File: src/rtl/coherent_mem_arbiter.sv
// Round-robin arbiter that shares one memory port between two L1 caches and
// sends a registered invalidate to the opposite cache after each successful write.
module coherent_mem_arbiter #(
    parameter int ADDR_W  = 16,
    parameter int DATA_W  = 8,
    parameter int TIMEOUT = 255
) (
    input  logic              clock,
    input  logic              reset,
    input  logic              req_valid_0,
    input  logic              req_write_0,
    input  logic [ADDR_W-1:0] req_addr_0,
    input  logic [DATA_W-1:0] req_wdata_0,
    input  logic              req_valid_1,
    input  logic              req_write_1,
    input  logic [ADDR_W-1:0] req_addr_1,
    input  logic [DATA_W-1:0] req_wdata_1,
    output logic              ack_0,
    output logic              ack_1,
    output logic              resp_valid_0,
    output logic              resp_valid_1,
    output logic [DATA_W-1:0] resp_rdata,
    output logic              resp_err,
    output logic              inv_valid_0,
    output logic              inv_valid_1,
    output logic [ADDR_W-1:0] inv_addr_0,
    output logic [ADDR_W-1:0] inv_addr_1,
    output logic              mem_req_valid,
    output logic              mem_write,
    output logic [ADDR_W-1:0] mem_addr,
    output logic [DATA_W-1:0] mem_wdata,
    input  logic              mem_done,
    input  logic [DATA_W-1:0] mem_rdata
);

    // Handshake: a cache holds req_valid until its one-cycle ack; the grant
    // is taken only in IDLE, and requests seen in ISSUE/RESP are not queued.
    localparam int CNT_W = $clog2(TIMEOUT + 1);
    localparam logic [CNT_W-1:0] CNT_LAST = CNT_W'(TIMEOUT - 1);

    typedef enum logic [1:0] {
        IDLE  = 2'd0,
        ISSUE = 2'd1,
        RESP  = 2'd2
    } state_t;

    // state is left as a plain named signal so checkers can bind to it.
    state_t            state, state_n;
    logic              last_grant, last_grant_n;
    logic              grant_id, grant_id_n;
    logic [CNT_W-1:0]  count, count_n;

    logic              ack_0_n, ack_1_n;
    logic              resp_valid_0_n, resp_valid_1_n;
    logic [DATA_W-1:0] resp_rdata_n;
    logic              resp_err_n;
    logic              inv_valid_0_n, inv_valid_1_n;
    logic [ADDR_W-1:0] inv_addr_0_n, inv_addr_1_n;
    logic              mem_req_valid_n, mem_write_n;
    logic [ADDR_W-1:0] mem_addr_n;
    logic [DATA_W-1:0] mem_wdata_n;

    logic              finish;
    logic              fin_err;
    logic [DATA_W-1:0] fin_rdata;

    always_comb begin
        state_n         = state;
        last_grant_n    = last_grant;
        grant_id_n      = grant_id;
        count_n         = count;
        ack_0_n         = 1'b0;
        ack_1_n         = 1'b0;
        resp_valid_0_n  = 1'b0;
        resp_valid_1_n  = 1'b0;
        resp_rdata_n    = resp_rdata;
        resp_err_n      = resp_err;
        inv_valid_0_n   = 1'b0;
        inv_valid_1_n   = 1'b0;
        inv_addr_0_n    = inv_addr_0;
        inv_addr_1_n    = inv_addr_1;
        mem_req_valid_n = mem_req_valid;
        mem_write_n     = mem_write;
        mem_addr_n      = mem_addr;
        mem_wdata_n     = mem_wdata;
        finish          = 1'b0;
        fin_err         = 1'b0;
        fin_rdata       = '0;

        case (state)
            IDLE: begin
                if (req_valid_0 || req_valid_1) begin
                    // On contention the cache that did not win last time goes first.
                    if (req_valid_0 && req_valid_1)
                        grant_id_n = ~last_grant;
                    else
                        grant_id_n = req_valid_1;
                    if (grant_id_n) begin
                        ack_1_n     = 1'b1;
                        mem_write_n = req_write_1;
                        mem_addr_n  = req_addr_1;
                        mem_wdata_n = req_wdata_1;
                    end else begin
                        ack_0_n     = 1'b1;
                        mem_write_n = req_write_0;
                        mem_addr_n  = req_addr_0;
                        mem_wdata_n = req_wdata_0;
                    end
                    mem_req_valid_n = 1'b1;
                    count_n         = '0;
                    state_n         = ISSUE;
                end
            end
            ISSUE: begin
                if (mem_done) begin
                    finish    = 1'b1;
                    fin_rdata = mem_rdata;
                end else if (count == CNT_LAST) begin
                    finish  = 1'b1;
                    fin_err = 1'b1;
                end else begin
                    count_n = count + 1'b1;
                end
                if (finish) begin
                    mem_req_valid_n = 1'b0;
                    resp_rdata_n    = fin_rdata;
                    resp_err_n      = fin_err;
                    if (grant_id) resp_valid_1_n = 1'b1;
                    else          resp_valid_0_n = 1'b1;
                    // Only a completed write makes the other cache's copy stale.
                    if (mem_write && !fin_err) begin
                        if (grant_id) begin
                            inv_valid_0_n = 1'b1;
                            inv_addr_0_n  = mem_addr;
                        end else begin
                            inv_valid_1_n = 1'b1;
                            inv_addr_1_n  = mem_addr;
                        end
                    end
                    state_n = RESP;
                end
            end
            RESP: begin
                last_grant_n = grant_id;
                state_n      = IDLE;
            end
            default: state_n = IDLE;
        endcase
    end

    always_ff @(posedge clock) begin
        if (!reset) begin
            state         <= IDLE;
            last_grant    <= 1'b1;
            grant_id      <= 1'b0;
            count         <= '0;
            ack_0         <= 1'b0;
            ack_1         <= 1'b0;
            resp_valid_0  <= 1'b0;
            resp_valid_1  <= 1'b0;
            resp_rdata    <= '0;
            resp_err      <= 1'b0;
            inv_valid_0   <= 1'b0;
            inv_valid_1   <= 1'b0;
            inv_addr_0    <= '0;
            inv_addr_1    <= '0;
            mem_req_valid <= 1'b0;
            mem_write     <= 1'b0;
            mem_addr      <= '0;
            mem_wdata     <= '0;
        end else begin
            state         <= state_n;
            last_grant    <= last_grant_n;
            grant_id      <= grant_id_n;
            count         <= count_n;
            ack_0         <= ack_0_n;
            ack_1         <= ack_1_n;
            resp_valid_0  <= resp_valid_0_n;
            resp_valid_1  <= resp_valid_1_n;
            resp_rdata    <= resp_rdata_n;
            resp_err      <= resp_err_n;
            inv_valid_0   <= inv_valid_0_n;
            inv_valid_1   <= inv_valid_1_n;
            inv_addr_0    <= inv_addr_0_n;
            inv_addr_1    <= inv_addr_1_n;
            mem_req_valid <= mem_req_valid_n;
            mem_write     <= mem_write_n;
            mem_addr      <= mem_addr_n;
            mem_wdata     <= mem_wdata_n;
        end
    end

endmodule

File: config.mk
export PLATFORM = sky130hd
export DESIGN_NAME = coherent_mem_arbiter
export DESIGN_NICKNAME = d
export VERILOG_FILES = /design/src/rtl/coherent_mem_arbiter.sv
export SDC_FILE = /design/constraint.sdc
export NUM_CORES = 1
export LEC_CHECK = 0
export ABC_AREA = 0
export ABC_CLOCK_PERIOD_IN_PS = 4400
export BUFFER_PORTS_ARGS = -buffer_cell sky130_fd_sc_hd__buf_2
export CORE_ASPECT_RATIO = 1.2
export CORE_MARGIN = 4
export CORE_UTILIZATION = 30
export CTS_CLUSTER_SIZE = 28
export DETAILED_ROUTE_END_ITERATION = 7
export GPL_TIMING_DRIVEN = 0
export PLACE_DENSITY_LB_ADDON = 0.25
export SLEW_MARGIN = 20
export SYNTH_ARGS = -nofsm -noshare
export SYNTH_HDL_FRONTEND = slang
export SYNTH_SLANG_ARGS = --single-unit
File: constraint.sdc
create_clock -name clock -period 4.4 [get_ports clock]
set_clock_uncertainty 0.15 [all_clocks]
set_input_delay 0.66 -clock clock [delete_from_list [all_inputs] [get_ports clock]]
set_output_delay 0.66 -clock clock [all_outputs]
set_load 0.02 [all_outputs]
== Word-level counts from Yosys, hierarchy flattened ==
Cells that the tools add are included.

* Bits in registers: 85
* Input bits: 63
* Output and inout port bits: 73
* Word-level logic and storage cells: 70

* Add/sub/neg operators: 1
* Eq/ne operators: 7
* Muxes and demuxes: 26
* Bitwise logic cells: 2
* Reduce and logical (&&, ||, !) cells: 16

{| class="wikitable"
|+ Operators with widths
! kind !! number
|-
| 8-bit two-way mux || 5
|-
| 16-bit two-way mux || 1
|-
| 8-bit case mux with 2 select lines || 1
|-
| 4-bit AND reduction || 4
|-
| 1-bit two-way mux || 15
|-
| 3-bit AND reduction || 3
|-
| 8-bit by 1-bit adder with 8-bit output, second input constant || 1
|-
| 8-bit equality test, second input constant || 1
|-
| 2-bit inequality test, second input constant || 4
|-
| 2-bit AND reduction || 3
|-
| 2-bit two-way mux || 2
|-
| 2-bit case mux with 2 select lines || 1
|-
| 2-bit by 1-bit equality test with 1-bit output, second input constant || 1
|-
| 2-bit equality test, second input constant || 1
|-
| 1-bit logical AND || 2
|-
| 2-bit zero test || 1
|-
| 1-bit inverter || 2
|-
| 1-bit case mux with 2 select lines || 1
|-
| 2-bit nonzero test || 1
|-
| 1-bit zero test || 1
|-
| 1-bit logical OR || 1
|}

== Depth between registers and ports, before layout ==
* Word-level depth: 7
* Gate-level depth with buffers: 7
* Gate-level depth less buffers: 6

== Worst setup path before layout ==
No wires, ideal clock.

* Path type: input port to flip-flop
* From: in mem_done
* To: reg count[5]
* Library setup time: 74 ps
* Arrival time: 1628 ps
* Data required time: 4176 ps
* Path slack: 2548 ps
* Cell stages on the path: 5
* Buffers on the path: 1
* Cells stage by stage: clkbuf_1 inv_1 o211ai_4 or4_1 a31oi_1

* Longest elaborated chain between the ends: 2

{| class="wikitable"
|+ Ends and longest elaborated chain
! what !! line !! text
|-
| start: declaration || 32 || <nowiki>input logic mem_done,</nowiki>
|-
| 2-bit inequality test (no line) || -- ||
|-
| 4-bit AND reduction (no line) || -- ||
|-
| end signal: assignment || 175 || <nowiki>count <= count_n;</nowiki>
|-
| end: declaration || 51 || <nowiki>logic [CNT_W-1:0] count, count_n;</nowiki>
|}

No other way between the ends.
A chain may end at the register's enable or synchronous reset.

== Worst setup path after layout ==
* From: in reset
* To: reg grant_id

{| class="wikitable"
|+ RTL lines
! what !! line !! text
|-
| start: declaration || 9 || <nowiki>input logic reset,</nowiki>
|-
| end signal: assignment || 174 || <nowiki>grant_id <= grant_id_n;</nowiki>
|-
| end: declaration || 50 || <nowiki>logic grant_id, grant_id_n;</nowiki>
|}

No word-level cell between the ends.

==> results.md <==
- Synthesized cell area: 3330 µm²
- Crit path kind: in -> reg
- IO buf count: 133
- First drt pass iteration count: 4
- Max Freq: ~500 MHz
- Clk sink count: 85
- Maximum fanout along the worst path: 10
- Die extent in y: roughly 120 µm
- Antenna Nets Post-Route: 0
- Worst Tran Pin Value: 0.557 ns
- Total gr overflow: 0
- Nets: 575
- Tot Pwr: 1910 µW
- # IOs: between 100 and 150
- Top-area cell type share of the netlist area: about half
- Synth Instances: between 300 and 400
- Clock latency on the worst-skew pair: 0.33 ns
- Largest net degree at the start of global routing: 15
- Synth area leader: dfxtp_1
- Yosys reg bits: 85
- Hold Crit Depth: 2
- 1st-iter DRT viols: 86
- P per Cell Area: roughly 430 nW/µm²
- Final Hold Violating Endpoints: 0
- Area Overhead vs Synth: 35.0%
- Setup bufs post-CTS: 0
- Antenna cells: 0
- Most used cell, CP: clkbuf_1
- Max-slew violation count: 0
- FF-to-FF path depth: 6
- DIE WIDTH: 104 µm
- Cell row count: 41
- Hold Crit Class: reg -> reg
- CP max stage delay: 0.50 ns
- Clock transition at the registers of the reported paths: 0.06 ns
- Core Util, Final: 42.1%
- Max-slew headroom: 62.8%
- Total wire length: 9.60 mm
- Worst IR drop on VDD: 0.000164 V
- CTS root buffer: clkbuf_16
- Status: finished clean
- RSZ-0062 raised after global routing: false
- Post-DP HPWL: 7.27 mm
- Core area: 10700 µm²
- Global-route wire length before repair: 15.1 mm
- Post-CTS Hold Buffers: 0
- # DRC: 0
- Cell at the slowest stage of the critical path: buf_1
- Synth area leaders: dfxtp_1, nand2_1, mux2i_1, a211oi_1, a21oi_1
- Max cap viols: 0
- Die area: roughly 13000 µm²
- Initial core utilization: between 30% and 40%
- Worst setup EP type: register
- Count of cell types in the netlist: 44
- Vias per inst: about 4.8
- Initial antenna violation count: 0
- CTS tree: built
- Share of cells above drive strength 1: 32.8%
- Vias in the first global route: 2936
- Leak: 0.00200 µW
- Syn_nets: 431
- Final Cycle Share: 45.6%
- CTS resizes: 0
- GP Congestion: 0.788
- Mean Syn Cell Area: 9.09 µm²
- Global Route Usage Sum: about 15%
- H-tree levels: 3
- Startpoint Class: input pin
- Num CTS Buffers: 9
- Max Buffers Root-to-Sink: 2
- Seq/Total Area, Yosys: 51.2%
- YS warnings: 0
- Final setup vio count: 0
- Crit path time final: roughly 2.0 ns
- CP required: approximately 4.4 ns
- Vias post-DR: 3111
- Arr. time, crit path: 2.05 ns
- Setup TNS: 0 ns
- Cells along the critical path: clkbuf_1 > inv_2 > clkbuf_1 > buf_1 > a21oi_1
- WL/cell: 14.9 µm
## path summary, 6_finish.rpt
kind / endpoint / slack, ns / start
setup / recovery: grant_id / 2.39 / reset
hold reg to reg: inv_addr_1[12] / 0.30 / inv_addr_1[12]
setup reg to reg: inv_addr_0[4] / 2.58 / state[1]
hold / removal: inv_addr_1[12] / 0.30 / inv_addr_1[12]
## per-layer routing
layer / track usage [%] / vias to the layer above / wire (µm)
met3: 5.22 / 8 / 625
met2: 26.1 / 83 / 4790
met4: 4.57 / 0 / 97
li1: - / 1563 / -
met5: 0 / - / 0
met1: 17.3 / 1457 / 4080
## cells in the final DEF, fill, tap and decap left out, types with 4 or more instances in the layout
cell type / synthesis / layout
a21oi_1: 36 / 36
nand3_1: 10 / 10
mux2i_1: 26 / 26
nor2_1: 30 / 30
buf_4: 5 / 5
dfxtp_1: 85 / 85
a31oi_1: 4 / 4
a211oi_1: 26 / 26
and3_1: 4 / 4
clkbuf_16: 0 / 9
a22o_1: 9 / 9
nand2_1: 74 / 74
buf_2: 4 / 137
clkbuf_1: 13 / 13
## sequential cells by signal, summed over array words and instances (netlist names), 2 cells and up
| signal | flops |
|---|---|
| inv_addr_0 | 16 |
| inv_addr_1 | 16 |
| mem_addr | 16 |
| count | 8 |
| mem_wdata | 8 |
| resp_rdata | 8 |
| state | 2 |
## logic make-up after synthesis
kind of cell / synth area share (%)
compound gates: 17.4
fa+ha+maj: 0.752
buf+inv: 4.74
flops: 51.2
mux: 7.83
simple gates: 18.1
## through the flow
stage	setup slack (ns)	instance area (µm²)	instances	hold slack (ns)
after global routing	2.23	4490	644	0.326
after CTS	2.38	4490	644	0.302
after detailed placement	2.02	4150	628	0.294
after global placement	2.03	4150	628	0.290
after floorplan	2.55	3330	366	0.290
final	2.39	4490	644	0.300
## power by group
part	switching, µW	internal, µW
clock	295	529
combinational	154	94.3
sequential	31.5	808
total	481	1430
## cell usage after synthesis (all sizes together)
| master | count |
|---|---|
| o22ai | 1 |
| and4 | 1 |
| inv | 3 |
| o31a | 1 |
| nand2b | 1 |
| a211oi | 26 |
| o21ai | 1 |
| o211ai | 3 |
| a31oi | 4 |
| clkbuf | 15 |
| a21oi | 37 |
| nand3 | 10 |
| o21a | 1 |
| and2 | 1 |
| nand4b | 2 |
| a22o | 9 |
| nand3b | 1 |
| and4b | 1 |
| a21boi | 1 |
| nor2b | 1 |
| or2 | 1 |
| nand4 | 2 |
| nor2 | 30 |
| nand2 | 74 |
| a311oi | 1 |
| or3 | 2 |
| mux2i | 26 |
| o21ba | 1 |
| and3 | 4 |
| ha | 2 |
| nor3 | 2 |
| and2b | 1 |
| dfxtp | 85 |
| buf | 13 |
| or4 | 2 |
## final cells by class
cell class                 count  area, µm²
sequential                    85       1700
timing repair buffer         133        666
clock inverter                 5       82.6
clock buffer                  11        253
tap                          129        161
inverter                       3       11.3
multi-input combinational    250       1470
buffer                        28        146
fill                        1110       6180
## critical path: cells and delay by family
kind | cells | cell delay (ns)
compound gates | 1 | 0.09
buf+inv | 4 | 1.30
Power figures use the tool's default switching activity.
